===== src/rtl/regbank_pkg.sv =====
// -----------------------------------------------------------------------------
// regbank_pkg
// Shared definitions for the regbank_sb register bank:
//   - state_e      : clear-engine state encoding (ST_CLEAR, ST_RUN)
//   - DEF_DATA_W   : default register width
//   - DEF_ADDR_W   : default register address width
//   - port_lsb()   : LSB of a read port's slice in a flattened port bus
// -----------------------------------------------------------------------------
package regbank_pkg;

  typedef enum logic {
    ST_CLEAR = 1'b0,
    ST_RUN   = 1'b1
  } state_e;

  localparam int DEF_DATA_W = 32;
  localparam int DEF_ADDR_W = 5;

  // Read port i occupies bits [port_lsb(i, W) +: W] of a flattened bus.
  function automatic int port_lsb(input int port, input int width);
    return port * width;
  endfunction

endpackage


===== src/rtl/regbank_scoreboard.sv =====
// -----------------------------------------------------------------------------
// regbank_scoreboard
// Per-register busy bits used for hazard detection.
// Ports:
//   clk, reset        : clock, synchronous active-high reset (clears all bits)
//   flush             : clears all busy bits at the next edge
//   upd_en            : allows writes/allocs to update the bits (RUN, no flush)
//   we0/wa0, we1/wa1  : write ports; a write clears busy[addr]
//   alloc_en/addr     : marks a register busy; wins over a same-cycle write
//   ra                : flattened read addresses (NRD x ADDR_W)
//   rbusy             : stored busy bit of each read address
// Register 0 is never busy.
// -----------------------------------------------------------------------------
module regbank_scoreboard
  import regbank_pkg::*;
#(
  parameter int ADDR_W = DEF_ADDR_W,
  parameter int NRD    = 2
) (
  input  logic                  clk,
  input  logic                  reset,
  input  logic                  flush,
  input  logic                  upd_en,
  input  logic                  we0,
  input  logic [ADDR_W-1:0]     wa0,
  input  logic                  we1,
  input  logic [ADDR_W-1:0]     wa1,
  input  logic                  alloc_en,
  input  logic [ADDR_W-1:0]     alloc_addr,
  input  logic [NRD*ADDR_W-1:0] ra,
  output logic [NRD-1:0]        rbusy
);

  localparam int NUM_REGS = 2 ** ADDR_W;

  logic [NUM_REGS-1:0] busy_q;
  logic [NUM_REGS-1:0] busy_d;

  always_comb begin
    for (int i = 0; i < NUM_REGS; i++) begin
      busy_d[i] = busy_q[i];
      if (i == 0) begin
        busy_d[i] = 1'b0;
      end else if (flush) begin
        busy_d[i] = 1'b0;
      end else if (upd_en) begin
        if ((we0 && wa0 == ADDR_W'(i)) || (we1 && wa1 == ADDR_W'(i))) begin
          busy_d[i] = 1'b0;
        end
        // Applied after the clear: a newer producer is still pending.
        if (alloc_en && alloc_addr == ADDR_W'(i)) begin
          busy_d[i] = 1'b1;
        end
      end
    end
  end

  always_ff @(posedge clk) begin
    if (reset) begin
      busy_q <= '0;
    end else begin
      busy_q <= busy_d;
    end
  end

  for (genvar gi = 0; gi < NRD; gi++) begin : g_rbusy
    assign rbusy[gi] = busy_q[ra[port_lsb(gi, ADDR_W) +: ADDR_W]];
  end

endmodule


===== src/rtl/regbank_sb.sv =====
// -----------------------------------------------------------------------------
// regbank_sb
// Multi-port register bank with busy scoreboard and sequential clear engine.
// Register 0 reads as zero and ignores writes; write port 1 beats port 0 on
// an address collision. After reset or flush the bank spends NUM_REGS cycles
// zeroing one register per cycle (ready low) before entering RUN.
// Ports:
//   clk, reset            : clock, synchronous active-high reset
//   flush                 : one-cycle pulse, restarts the clear sequence
//   ready                 : high in RUN
//   we0/wa0/wd0           : write port 0
//   we1/wa1/wd1           : write port 1 (priority)
//   ra / rd / rbusy       : NRD flattened asynchronous read ports
//   alloc_en / alloc_addr : mark a destination register busy
// Configuration macro:
//   REGBANK_BYPASS_EN     : when defined, reads forward same-cycle write data
//                           and report not-busy for the forwarded register.
// -----------------------------------------------------------------------------
module regbank_sb
  import regbank_pkg::*;
#(
  parameter int DATA_W = DEF_DATA_W,
  parameter int ADDR_W = DEF_ADDR_W,
  parameter int NRD    = 2
) (
  input  logic                  clk,
  input  logic                  reset,
  input  logic                  flush,
  output logic                  ready,
  input  logic                  we0,
  input  logic [ADDR_W-1:0]     wa0,
  input  logic [DATA_W-1:0]     wd0,
  input  logic                  we1,
  input  logic [ADDR_W-1:0]     wa1,
  input  logic [DATA_W-1:0]     wd1,
  input  logic [NRD*ADDR_W-1:0] ra,
  output logic [NRD*DATA_W-1:0] rd,
  output logic [NRD-1:0]        rbusy,
  input  logic                  alloc_en,
  input  logic [ADDR_W-1:0]     alloc_addr
);

  localparam int NUM_REGS = 2 ** ADDR_W;
  localparam int CNT_W    = ADDR_W + 1;

  state_e             state_q, state_d;
  logic [CNT_W-1:0]   cnt_q, cnt_d;
  logic [DATA_W-1:0]  regs_q [NUM_REGS];
  logic [DATA_W-1:0]  regs_d [NUM_REGS];

  logic               run;
  logic               upd_en;
  logic               w0_act;
  logic               w1_act;
  logic [NRD-1:0]     sb_rbusy;

  assign run    = (state_q == ST_RUN);
  assign ready  = run;
  // A flush in RUN drops every write and alloc of that cycle.
  assign upd_en = run && !flush;
  assign w0_act = upd_en && we0 && (wa0 != '0);
  assign w1_act = upd_en && we1 && (wa1 != '0);

  // Clear engine
  always_comb begin
    state_d = state_q;
    cnt_d   = cnt_q;
    case (state_q)
      ST_CLEAR: begin
        if (flush) begin
          cnt_d = '0;
        end else if (cnt_q == CNT_W'(NUM_REGS - 1)) begin
          state_d = ST_RUN;
          cnt_d   = '0;
        end else begin
          cnt_d = cnt_q + 1'b1;
        end
      end
      ST_RUN: begin
        if (flush) begin
          state_d = ST_CLEAR;
          cnt_d   = '0;
        end
      end
      default: begin
        state_d = ST_CLEAR;
        cnt_d   = '0;
      end
    endcase
  end

  always_ff @(posedge clk) begin
    if (reset) begin
      state_q <= ST_CLEAR;
      cnt_q   <= '0;
    end else begin
      state_q <= state_d;
      cnt_q   <= cnt_d;
    end
  end

  // Storage: the clear engine owns the write path while not in RUN.
  always_comb begin
    for (int i = 0; i < NUM_REGS; i++) begin
      regs_d[i] = regs_q[i];
      if (i == 0) begin
        regs_d[i] = '0;
      end else if (!run) begin
        if (cnt_q[ADDR_W-1:0] == ADDR_W'(i)) begin
          regs_d[i] = '0;
        end
      end else if (w1_act && wa1 == ADDR_W'(i)) begin
        regs_d[i] = wd1;
      end else if (w0_act && wa0 == ADDR_W'(i)) begin
        regs_d[i] = wd0;
      end
    end
  end

  always_ff @(posedge clk) begin
    regs_q <= regs_d;
  end

  regbank_scoreboard #(
    .ADDR_W (ADDR_W),
    .NRD    (NRD)
  ) u_scoreboard (
    .clk        (clk),
    .reset      (reset),
    .flush      (flush),
    .upd_en     (upd_en),
    .we0        (we0 && (wa0 != '0)),
    .wa0        (wa0),
    .we1        (we1 && (wa1 != '0)),
    .wa1        (wa1),
    .alloc_en   (alloc_en),
    .alloc_addr (alloc_addr),
    .ra         (ra),
    .rbusy      (sb_rbusy)
  );

  // Read ports
  for (genvar gi = 0; gi < NRD; gi++) begin : g_rd
    logic [ADDR_W-1:0] addr;
    logic [DATA_W-1:0] data;
    logic              busy;

    assign addr = ra[port_lsb(gi, ADDR_W) +: ADDR_W];

    always_comb begin
      data = regs_q[addr];
      busy = sb_rbusy[gi];
`ifdef REGBANK_BYPASS_EN
      // Port 1 checked first so it wins when both ports hit this address.
      if (w1_act && wa1 == addr) begin
        data = wd1;
        busy = 1'b0;
      end else if (w0_act && wa0 == addr) begin
        data = wd0;
        busy = 1'b0;
      end
`endif
      if (addr == '0) begin
        data = '0;
      end
      if (!run) begin
        data = '0;
        busy = 1'b0;
      end
    end

    assign rd[port_lsb(gi, DATA_W) +: DATA_W] = data;
    assign rbusy[gi] = busy;
  end

endmodule

===== config.mk =====
export PLATFORM = sky130hd
export DESIGN_NAME = regbank_sb
export DESIGN_NICKNAME = d
export VERILOG_FILES = /design/src/rtl/regbank_pkg.sv /design/src/rtl/regbank_scoreboard.sv /design/src/rtl/regbank_sb.sv
export SDC_FILE = /design/constraint.sdc
export NUM_CORES = 2
export LEC_CHECK = 0
export CAP_MARGIN = 25
export CORE_AREA = 2 2 367 369
export CTS_BUF_LIST = sky130_fd_sc_hd__clkbuf_8
export CTS_CLUSTER_DIAMETER = 30
export DETAILED_ROUTE_END_ITERATION = 7
export DIE_AREA = 0 0 369 371
export PLACE_DENSITY = 0.64
export SLEW_MARGIN = 20
export SYNTH_ARGS = -nofsm -noshare
export SYNTH_HDL_FRONTEND = slang
export SYNTH_SLANG_ARGS = --single-unit

===== constraint.sdc =====
create_clock -name clk -period 4.5 [get_ports clk]
set_input_delay 1.35 -clock clk [delete_from_list [all_inputs] [get_ports clk]]
set_output_delay 1.35 -clock clk [all_outputs]
set_load 0.01 [all_outputs]

# Yosys cells after proc, flatten, opt, wreduce, memory -nomap -nowiden
# Cells that the tools add are included.
[word_totals] register_bits=1031 in_bits=95 out_inout_bits=67 elab_cells=763
[classes] n_addsub=1 magnitude_cmp=4 n_eq_ne=157 n_mux=210 n_bitwise=3 n_reduce_logical=323
[op_table] op="32-bit two-way mux" n=132
[op_table] op="32-bit binary-select mux with 5-bit select" n=2
[op_table] op="5-bit == test, second input constant" n=64
[op_table] op="1-bit logical AND" n=162
[op_table] op="5-bit by 4-bit == test with 1-bit output, second input constant" n=32
[op_table] op="2-bit AND reduction" n=62
[op_table] op="2-bit nonzero test" n=62
[op_table] op="3-bit by 1-bit != test with 1-bit output, second input constant" n=31
[op_table] op="5-bit by 3-bit == test with 1-bit output, second input constant" n=16
[op_table] op="1-bit two-way mux" n=69
[op_table] op="5-bit by 2-bit == test with 1-bit output, second input constant" n=8
[op_table] op="1-bit logical OR" n=31
[op_table] op="5-bit by 1-bit == test with 1-bit output, second input constant" n=4
[op_table] op="6-bit two-way mux" n=3
[op_table] op="6-bit >= comparator, second input constant" n=2
[op_table] op="5-bit by 6-bit less-than comparator with 1-bit output, second input constant" n=2
[op_table] op="5-bit inverter with 6-bit output" n=2
[op_table] op="6-bit case mux with 2 select lines" n=1
[op_table] op="1-bit binary-select mux with 5-bit select" n=2
[op_table] op="5-bit logical NOT" n=2
[op_table] op="5-bit nonzero test" n=2
[op_table] op="6-bit by 1-bit adder with 6-bit output, second input constant" n=1
[op_table] op="6-bit by 5-bit == test with 1-bit output, second input constant" n=1
[op_table] op="2-bit != test, second input constant" n=1
[op_table] op="other kinds (4)" n=4

# Logic depth before layout (Yosys ltp)
[logic_depth] word_depth=8 depth_mapped=10 mapped_depth_nobuf=6

# Cells and area by module
# Synthesis repeated with hierarchy kept, for this count alone.
[hier_totals] cells_unflattened=5722 hier_area_um2=62030.7
[modules_own_cells] mod="regbank_sb" n_inst=1 cells_each=5427 area_each_um2=59649.7 seq_area_each_um2=29928.7
[modules_own_cells] mod="regbank_scoreboard" n_inst=1 cells_each=295 area_each_um2=2381.0 seq_area_each_um2=620.6

# Worst setup path before layout
# OpenSTA, ideal clock, no wires.
[synth_timing] path_kind="input -> output" start="in ra[0]" end="out rbusy[0]" arrival_ns=2.997 required_time_ns=3.150 slack_ns=0.153 path_stages=8 path_buffers=5 path_cell_list="buf_4 > buf_6 > buf_4 > buf_6 > mux4_2 > o311ai_0 > a21oi_1 > buf_4"
[synth_between] elab_chain_cells=3
[synth_lines] item="start, declared" line_no="regbank_sb.sv:36" text="input logic [NRD*ADDR_W-1:0] ra,"
[synth_lines] item="1-bit binary-select mux with 5-bit select" line_no="regbank_scoreboard.sv:67" text="assign rbusy[gi] = busy_q[ra[port_lsb(gi, ADDR_W) +: ADDR_W]];"
[synth_lines] item="1-bit two-way mux (not written as such)" line_no="regbank_scoreboard.sv:67"
[synth_lines] item="1-bit two-way mux" line_no="regbank_sb.sv:166" text="if (!run) begin"
[synth_lines] item="end, declared" line_no="regbank_sb.sv:38" text="output logic [NRD-1:0] rbusy,"
# No other way between the ends. The select of a mux whose other input is x is not followed.

# Final worst setup path
[layout_timing] start="in ra[0]" end="out rd[9]"
[layout_between] elab_chain_cells=6 word_cells_on_any_way=7 classes_between="5 x mux; 1 x bitwise; 1 x reduce/logical"
[layout_lines] item="5-bit inverter with 6-bit output (not written as such)" line_no="regbank_sb.sv:151" text="data = regs_q[addr];"
[layout_lines] item="32-bit binary-select mux with 5-bit select" line_no="regbank_sb.sv:151"
[layout_lines] item="32-bit two-way mux (not written as such) (2 in series)" line_no="regbank_sb.sv:151"
[layout_lines] item="32-bit two-way mux *" line_no="regbank_sb.sv:163" text="if (addr == '0) begin"
[layout_lines] item="32-bit two-way mux *" line_no="regbank_sb.sv:166"
[layout_lines] item="end, declared" line_no="regbank_sb.sv:37" text="output logic [NRD*DATA_W-1:0] rd,"
# Mark *: on every way between the ends. The rest lies on a longest branch, timed or not. The select of a mux whose other input is x is not followed.

==> results_dict.tcl <==
set metrics [dict create \
    timing.fmax_mhz 206.3 \
    numCtsBuffers 287 \
    async_flop_share 0 \
    leakage_nw 31.37 \
    finalNetCount 6915 \
    synth_top_area_cell "edfxtp_1" \
    period_share 1.077 \
    finalHoldViolations 0 \
    drc_errors 5 \
    layout_common_cells "nand2_1 (2021), edfxtp_1 (992), a21boi_0 (804)" \
    rr_startpoint "ready$_SDFF_PP0_" \
    slew_headroom 0.2422 \
    grt_overflow 0 \
    max_slew.worst_pin.slew_ns 1.137 \
    synth.top_cell.area_share 0.4510 \
    critPathArrivalTime_ns 3.50 \
    drt_first_pass_iters 8 \
    report.final.slew_viol_count 0 \
    r2r-end "regs_q[327]$_SDFFCE_PN0P_" \
    rows 134 \
    setup_slack_ns -0.3472 \
    synthFlopType "edfxtp_1" \
    start_kind "primary input" \
    coreArea_um2 132800 \
    outcome "complete, but fails checks" \
    viasPerCell 6.935 \
    ys_ff_latch 1030 \
    cp.required_ns 3.15 \
    min_from "cnt_q[5]$_SDFFE_PP0P_" \
    whs_endpoint "cnt_q[5]$_SDFFE_PP0P_" \
    mappedNetlistArea_um2 66060 \
    first_global_vias 58450 \
    criticalPathCategory "primary input to output port" \
    skew_ns 0.07948 \
    power.density_nw_per_um2 308.4 \
    critPathMaxFanout 7 \
    critPathCaptureType "output port" \
    hold_path_depth 2 \
    clk_latency_ns 1.04 \
    synth_edf_count 992 \
    synth.distinct_cells 68 \
    io_buffers 161 \
    dpl.cell_count 8108 \
    grt_pass1_wl_um 417800 \
    grtUsageTotal 0.4283 \
    final_common_cell "nand2_1" \
    pre_cts_slack_ns -1.105 \
    reg2reg_slack_ns 1.06 \
    vias 60940 \
    drt-initial-drc-count 11190 \
    cap_violations 0 \
    gp_congestion 0.9788 \
    fin_crit_ns 4.847 \
    die_area_um2 136900 \
    htreeDepth 5 \
    dp_hpwl_um 180400 \
    ant_nets 0 \
    yosysWarningCount 0 \
    rsz0062_at_grt "yes" \
    avgSynthCellArea_um2 10.61 \
    antenna_found_initial 7 \
    vdd_ir_drop_max_mv 0.2940 \
    drive_above_1_share 0.3141 \
    die_h_um 371 \
    synthCells 6225 \
    ios 162 \
    seq_area_frac_synth 0.4625 \
    routedWlPerCell_um 34.22 \
    start_util 0.4975 \
    clk_pin_slew_ns 0.04 \
    postRouteWirelength_um 300700 \
    cts_root_buffer "clkbuf_8" \
    clk_path_buf_depth 4 \
    layout.cells.non_filler 8787 \
    fp.dieW_um 369 \
    hp-class "flip-flop to flip-flop" \
    syn_to_final_growth_pct 27.76 \
    numClockSinks 1030 \
    reg2reg_depth 7 \
    cts_tree "built" \
    synthTopCellsByArea "edfxtp_1 (45%), mux4_2 (15%), nand2_1 (12%), a21boi_0 (9.1%), clkbuf_1 (2.4%)" \
    grt_max_degree 125 \
    final-setup-viol-count 64 \
    synth_nets 6326 \
    violations "DRC, setup timing" \
]
-- how the worst max path moves through the flow --
stage / start / slack, ns / to / depth (start not counted)
detailed placement: ra[0] / -1.11 / rd[8] / 10
global placement: ra[0] / -1.12 / rd[8] / 10
floorplan: ra[0] / 0.15 / rbusy[0] / 8
finish: ra[0] / -0.35 / rd[9] / 11
CTS: ra[0] / -0.24 / rd[9] / 11
global route: ra[0] / -0.30 / rd[9] / 11
-- final cells by class --
class	instances	area, um2
fill	10060	48400
multi-input combinational	4453	34790
sequential	1030	30550
timing repair buffer	1016	11020
clock buffer	296	4074
tap	1768	2212
clock inverter	192	1623
inverter	26	98.84
antenna	6	15.01
-- synth_stat cells (7+ instances only) --
cell type	n
a211oi_1	16
a21boi_0	804
a21boi_1	188
a21oi_1	49
a221o_1	25
a221oi_1	87
a22oi_1	58
a31oi_1	27
buf_1	110
buf_2	138
buf_4	45
buf_6	7
clkbuf_1	416
dfxtp_1	38
edfxtp_1	992
inv_1	24
mux2_2	96
mux2i_1	103
mux4_2	437
nand2_1	2035
nand2b_1	20
nand3_1	34
nor2_1	146
nor2b_1	32
nor3_1	40
nor3_2	17
nor4_1	15
nor4_4	7
o211ai_1	9
o21a_1	9
o21ai_0	68
o221ai_1	15
o22a_1	10
o22ai_1	19
o32a_1	15
-- critical path: stages --
cell and delay (ns):
buf_16 0.15, buf_12 0.15, or4_4 0.57, o21ai_4 0.18, buf_6 0.15, buf_6 0.10
nor4_2 0.04, nor3_2 0.35, buf_4 0.24, a31oi_4 0.04, buf_2 0.16
-- stage by stage --
step | total power (W) | area, um2 | setup TNS [ns] | hold WS (ns) | util
floorplan | 0.01174 | 66060 | 0 | 0.4767 | -
global placement | 0.01278 | 73960 | -40.69 | 0.4931 | 0.5570
detailed placement | 0.01280 | 73960 | -40.83 | 0.5050 | 0.5570
CTS | 0.02570 | 82780 | -5.834 | 0.5155 | 0.6234
global route | 0.02651 | 84380 | -9.202 | 0.5735 | 0.6355
finish | 0.02603 | 84390 | -8.587 | 0.5104 | 0.6355
-- routing by layer --
layer / up-vias / track usage / part of all wire
li1: 24010 / - / -
met1: 29660 / 0.5308 / 0.33
met2: 5842 / 0.6308 / 0.43
met3: 1418 / 0.1648 / 0.17
met4: 4 / 0.2670 / 0.074
met5: - / 0 / 0.000090
-- registers in the layout, summed over array words and instances, names as in the netlist --
name	cells
regs_q	992
ready	1
u_scoreboard.busy_q	31
cnt_q	6
-- cell families after synthesis --
| group | count (synthesis) | share of synthesized area |
|---|---|---|
| AND/OR/NAND/NOR | 2386 | 0.1464 |
| AO/OA/AOI/OAI | 1424 | 0.1608 |
| flip-flops | 1030 | 0.4625 |
| buffers and inverters | 742 | 0.04813 |
| multiplexers | 636 | 0.1810 |
| adder cells (fa/ha/maj) | 6 | 0.001136 |
| XOR/XNOR | 1 | 0.0001326 |
-- report_power, final --
part	internal, W	switching, W
combinational	0.00118	0.00165
clock	0.00769	0.00512
sequential	0.0104	0.0000106
total	0.0193	0.00678
-- repair_timing --
item	CTS	global route
gates cloned	21	5
hold buffers	0	0
buffers inserted	119	86
gates resized for setup	665	234
endpoints found under the setup margin	66	65
pin swaps	101	109
No activity file was read; power rests on OpenSTA's default activity.
